File: src/rtl/multicycle_control_fsm.sv
// multicycle_control_fsm: sequences fetch/decode/execute/writeback control lines for the 8-bit multicycle datapath
module multicycle_control_fsm #(
    parameter bit HALT_ON_ILLEGAL = 1'b0
) (
    input  logic       CLOCK_50,
    input  logic       reset,
    input  logic       run,
    input  logic [7:0] OpCode,
    input  logic       N,
    input  logic       Z,
    output logic       PCwrite,
    output logic       AddrSel,
    output logic       MemRead,
    output logic       MemWrite,
    output logic       IRload,
    output logic       MDRload,
    output logic       RASel,
    output logic       RFWrite,
    output logic       RegIn,
    output logic       ABLD,
    output logic       ALU_A,
    output logic       FlagWrite,
    output logic       ALUoutLD,
    output logic [2:0] ALU_B,
    output logic [2:0] ALUop,
    output logic       halted,
    output logic [3:0] state
);
    typedef enum logic [3:0] {
        FETCH1 = 4'd0, FETCH2 = 4'd1, DECODE = 4'd2, LD1 = 4'd3, LD2 = 4'd4,
        LD3 = 4'd5, ST1 = 4'd6, EX = 4'd7, WB = 4'd8, BR = 4'd9, HALT = 4'd15
    } state_t;

    state_t st;
    logic [3:0] op;
    logic is_ld, is_st, is_alu, is_ori, is_sh, is_br, is_stop, taken;
    logic unused_op;

    assign op        = OpCode[3:0];
    assign unused_op = ^{OpCode[7:6], OpCode[4]};
    assign is_ld     = op == 4'b0000;
    assign is_st     = op == 4'b0010;
    assign is_alu    = op == 4'b0100 || op == 4'b0110 || op == 4'b1000;
    assign is_ori    = op[2:0] == 3'b111;
    assign is_sh     = op[2:0] == 3'b011;
    assign is_br     = op == 4'b0101 || op == 4'b1001 || op == 4'b1101;
    assign is_stop   = op == 4'b0001;
    assign taken     = op == 4'b0101 ? Z : op == 4'b1001 ? !Z : !N;

    always_ff @(posedge CLOCK_50) begin
        if (reset)
            st <= FETCH1;
        else
            case (st)
                FETCH1:           st <= run ? FETCH2 : FETCH1;
                FETCH2:           st <= DECODE;
                DECODE:           st <= is_ld ? LD1 : is_st ? ST1 : (is_alu || is_ori || is_sh) ? EX :
                                        is_br ? BR : is_stop ? HALT : HALT_ON_ILLEGAL ? HALT : FETCH1;
                LD1:              st <= LD2;
                LD2:              st <= LD3;
                EX:               st <= WB;
                HALT:             st <= HALT;
                default:          st <= FETCH1;
            endcase
    end

    // Decoded straight from the state register: the IR is only valid from DECODE on,
    // so DECODE's RASel cannot be precomputed a cycle early.
    assign state     = st;
    assign PCwrite   = st == FETCH2 || (st == BR && taken);
    assign AddrSel   = st == FETCH1;
    assign MemRead   = st == FETCH1 || st == LD1;
    assign MemWrite  = st == ST1;
    assign IRload    = st == FETCH2;
    assign MDRload   = st == LD2;
    assign RASel     = (st == DECODE || st == WB) && is_ori;
    assign RFWrite   = st == LD3 || st == WB;
    assign RegIn     = st == LD3;
    assign ABLD      = st == DECODE;
    assign ALU_A     = st == EX;
    assign FlagWrite = st == EX;
    assign ALUoutLD  = st == EX;
    assign halted    = st == HALT;
    assign ALU_B     = st == FETCH2 ? 3'b001 : st == BR ? 3'b010 :
                       st != EX ? 3'b000 : is_ori ? 3'b011 : is_sh ? 3'b100 : 3'b000;
    assign ALUop     = st != EX ? 3'b000 : is_ori ? 3'b010 : is_sh ? {2'b10, OpCode[5]} :
                       op == 4'b0110 ? 3'b001 : op == 4'b1000 ? 3'b011 : 3'b000;
endmodule

File: config.mk
export PLATFORM = sky130hd
export DESIGN_NAME = multicycle_control_fsm
export DESIGN_NICKNAME = d
export VERILOG_FILES = /design/src/rtl/multicycle_control_fsm.sv
export SDC_FILE = /design/constraint.sdc
export NUM_CORES = 1
export LEC_CHECK = 0
export BUFFER_PORTS_ARGS = -buffer_cell sky130_fd_sc_hd__buf_4
export CAP_MARGIN = 30
export CORE_AREA = 4 4 42 44
export CTS_BUF_LIST = sky130_fd_sc_hd__clkbuf_2
export DETAILED_ROUTE_END_ITERATION = 12
export DIE_AREA = 0 0 46 48
export GPL_ROUTABILITY_DRIVEN = 1
export PLACE_DENSITY = 0.77
export SLEW_MARGIN = 30
export SYNTH_ARGS = -nofsm -noshare
export SYNTH_HDL_FRONTEND = slang
export SYNTH_SLANG_ARGS = --single-unit
File: constraint.sdc
create_clock -name CLOCK_50 -period 1.53 [get_ports CLOCK_50]
set_input_delay 0.2295 -clock CLOCK_50 [delete_from_list [all_inputs] [get_ports CLOCK_50]]
set_output_delay 0.2295 -clock CLOCK_50 [all_outputs]
set_load 0.05 [all_outputs]
==> out/results.ini <==
[outcome]
status=complete, but fails checks
violations=negative setup slack

[synth]
yosysMostFrequentCell=nor2_1
synth_seq_cells=4
yosysSeqAreaShare_pct=14.3
synth.top_cell.area_share_pct=14.3
synthArstFlopShare_pct=0
synth_common_cells=nor2_1 (15), nand2b_1 (7), a21oi_1 (6)
netlist_area_um2=559
synthCells=91
synth_largest_area_cell=dfxtp_1
syn_avg_cell_area_um2=6.15
ys_types=33
synth_edf_count=0
ys_top_cells_by_area=dfxtp_1 (14%), nor2_1 (10%), nand2b_1 (7.8%)
ys_warn_count=0
synth_nets=104
synth_flop_cell=dfxtp_1

[floorplanning]
num_rows=14
initial_core_util_pct=38.9
fp.coreArea_um2=1440
dieHeight_um=48
pin_count=37
die_x_um=46
dieArea_um2=2210

[global_route]
grt_max_degree=15
grt_pass1_vias=684
grt_first_pass_wirelength_um=2900
grt_use_total_pct=17.8
antenna_found_initial=0
grt-ovfl-total=0

[power]
power_density_nw_per_um2=672
p_leak_nw=0.510
ir_drop_mv=0.574

[clock_tree]
clkSinkCount=4
clk_pin_slew_ns=0.05
insertion_delay_ns=0.20
ctsHoldBuffers=0
cts_tree=built
root_buffer=clkbuf_2
clock_path_buffers=2
cts-buffers-inserted=3
htree_num_levels=1

[worst_hold_path]
hold_class=in2reg
min_from=reset

[critical_path]
crit_type=in2out
critPathRequiredTime_ns=1.30
critPathLaunchType=input pin
cp_max_fo=3
r2r-start=state[1]$_SDFF_PP0_
crit_path_start=OpCode[1]
worstPathArrival_ns=1.34
cp-end-kind=primary output

[route]
finalWirelength_um=2000
first_pass_iters=4
vias=833
wl_per_cell_um=13.3
ant_nets=0
route.detailed.drc=0
via_per_inst=5.52
first_iter_violations=25

[timing]
fin_ws_ns=-0.0368
slew_viol_final=0
fin_crit_sh_pct=102
fin_crit_ns=1.57
fmax_mhz=638
rsz0062_at_grt=yes
whs_ns=0.362
relSlewSlack_pct=80.3
fin_worst_skew_ns=0.00213
finalHoldViolations=0
tightestPinTransition_ns=0.294
finalSetupViolCount=2

[placed_design]
place_congestion=0.777
hpwl_um=1420
dp_slack_ns=-0.0921
numPortBuffers=33

[cells_and_area]
largest_register_ffs=4
drive_gt1_share_pct=62.2
nFillCells=88
num-nets-final=150
utilization_pct=81.8
diodes=0
area_growth_syn_to_layout_pct=110

[flow_run]
maxCapViolations=0

-- per-layer routing --
layer  global-route usage (%)  up-vias  share of wire, %
met1                     20.8      394                43
met4                     5.11        0                 0
met3                     3.38        0               4.9
met5                        0        -                 0
li1                         -      410                 -
met2                     32.7       29                52
-- through the flow --
stage | area, um^2 | total power [W] | TNS, ns | instances
after floorplan | 741 | 0.000490 | -1.01 | 91
after global placement | 960 | 0.000588 | -0.0738 | 135
after detailed placement | 960 | 0.000595 | -0.0921 | 135
after CTS | 1020 | 0.000725 | -0.0340 | 140
after global routing | 1170 | 0.000840 | -0.673 | 151
final | 1170 | 0.000790 | -0.0420 | 151
-- final timing paths --
path | to | slack, ns | depth (start not counted)
min reg2reg | state[1]$_SDFF_PP0_ | 0.64 | 2
max reg2reg | state[2]$_SDFF_PP0_ | 0.06 | 6
min | state[3]$_SDFF_PP0_ | 0.36 | 3
max | PCwrite | -0.04 | 6
-- final cells by class --
type | instances | area [um^2] | share of cell area (%)
flip-flops and latches | 4 | 95.1 | 8.09
multi-input cells | 72 | 576 | 49.0
inverters | 5 | 22.5 | 1.92
clock buffers | 3 | 15.0 | 1.28
well taps | 16 | 20.0 | 1.70
repair buffers | 51 | 447 | 38.0
-- worst max-delay path: stages --
cell	delay, ns
buf_6	0.09
nand2b_4	0.14
o311ai_2	0.25
o21ai_1	0.14
a311oi_4	0.28
buf_6	0.20
-- power by group --
group / internal (W) / leakage (nW) / switching, W
clock: 0.0000529 / 0.0125 / 0.0000434
combinational: 0.000225 / 0.462 / 0.000323
sequential: 0.000115 / 0.0356 / 0.0000299
total: 0.000393 / 0.510 / 0.000397
-- logic make-up (layout without fill, tap and decap cells) --
| logic type | after synthesis | count (layout) | share of synthesized area, % |
|---|---|---|---|
| multiplexers | 1 | 1 | 1.79 |
| AO/OA/AOI/OAI | 24 | 24 | 29.3 |
| AND/OR/NAND/NOR | 46 | 46 | 40.9 |
| buffers and inverters | 15 | 59 | 12.1 |
| flip-flops | 4 | 4 | 14.3 |
| XOR/XNOR | 1 | 1 | 1.57 |
-- placed cells by master, fill, tap and decap left out, types with 2 or more instances in the layout --
cell       n
a211o_1    2
a21oi_1    5
a31oi_1    3
buf_4     35
buf_6     15
clkbuf_2   3
dfxtp_4    4
inv_1      3
nand2_1    4
nand2b_1   5
nand2b_4   2
nand3_1    4
nor2_1     7
nor2_2     3
nor2_4     5
nor3_1     2
nor3_4     2
o21ai_0    2
or2_4      2
-- repair_timing --
action | in CTS | in global routing
setup endpoints to repair | 13 | 15
gates resized for setup | 8 | 17
buffers inserted | 2 | 11
pin swaps | 1 | 8
No activity file was read; power rests on OpenSTA's default activity.
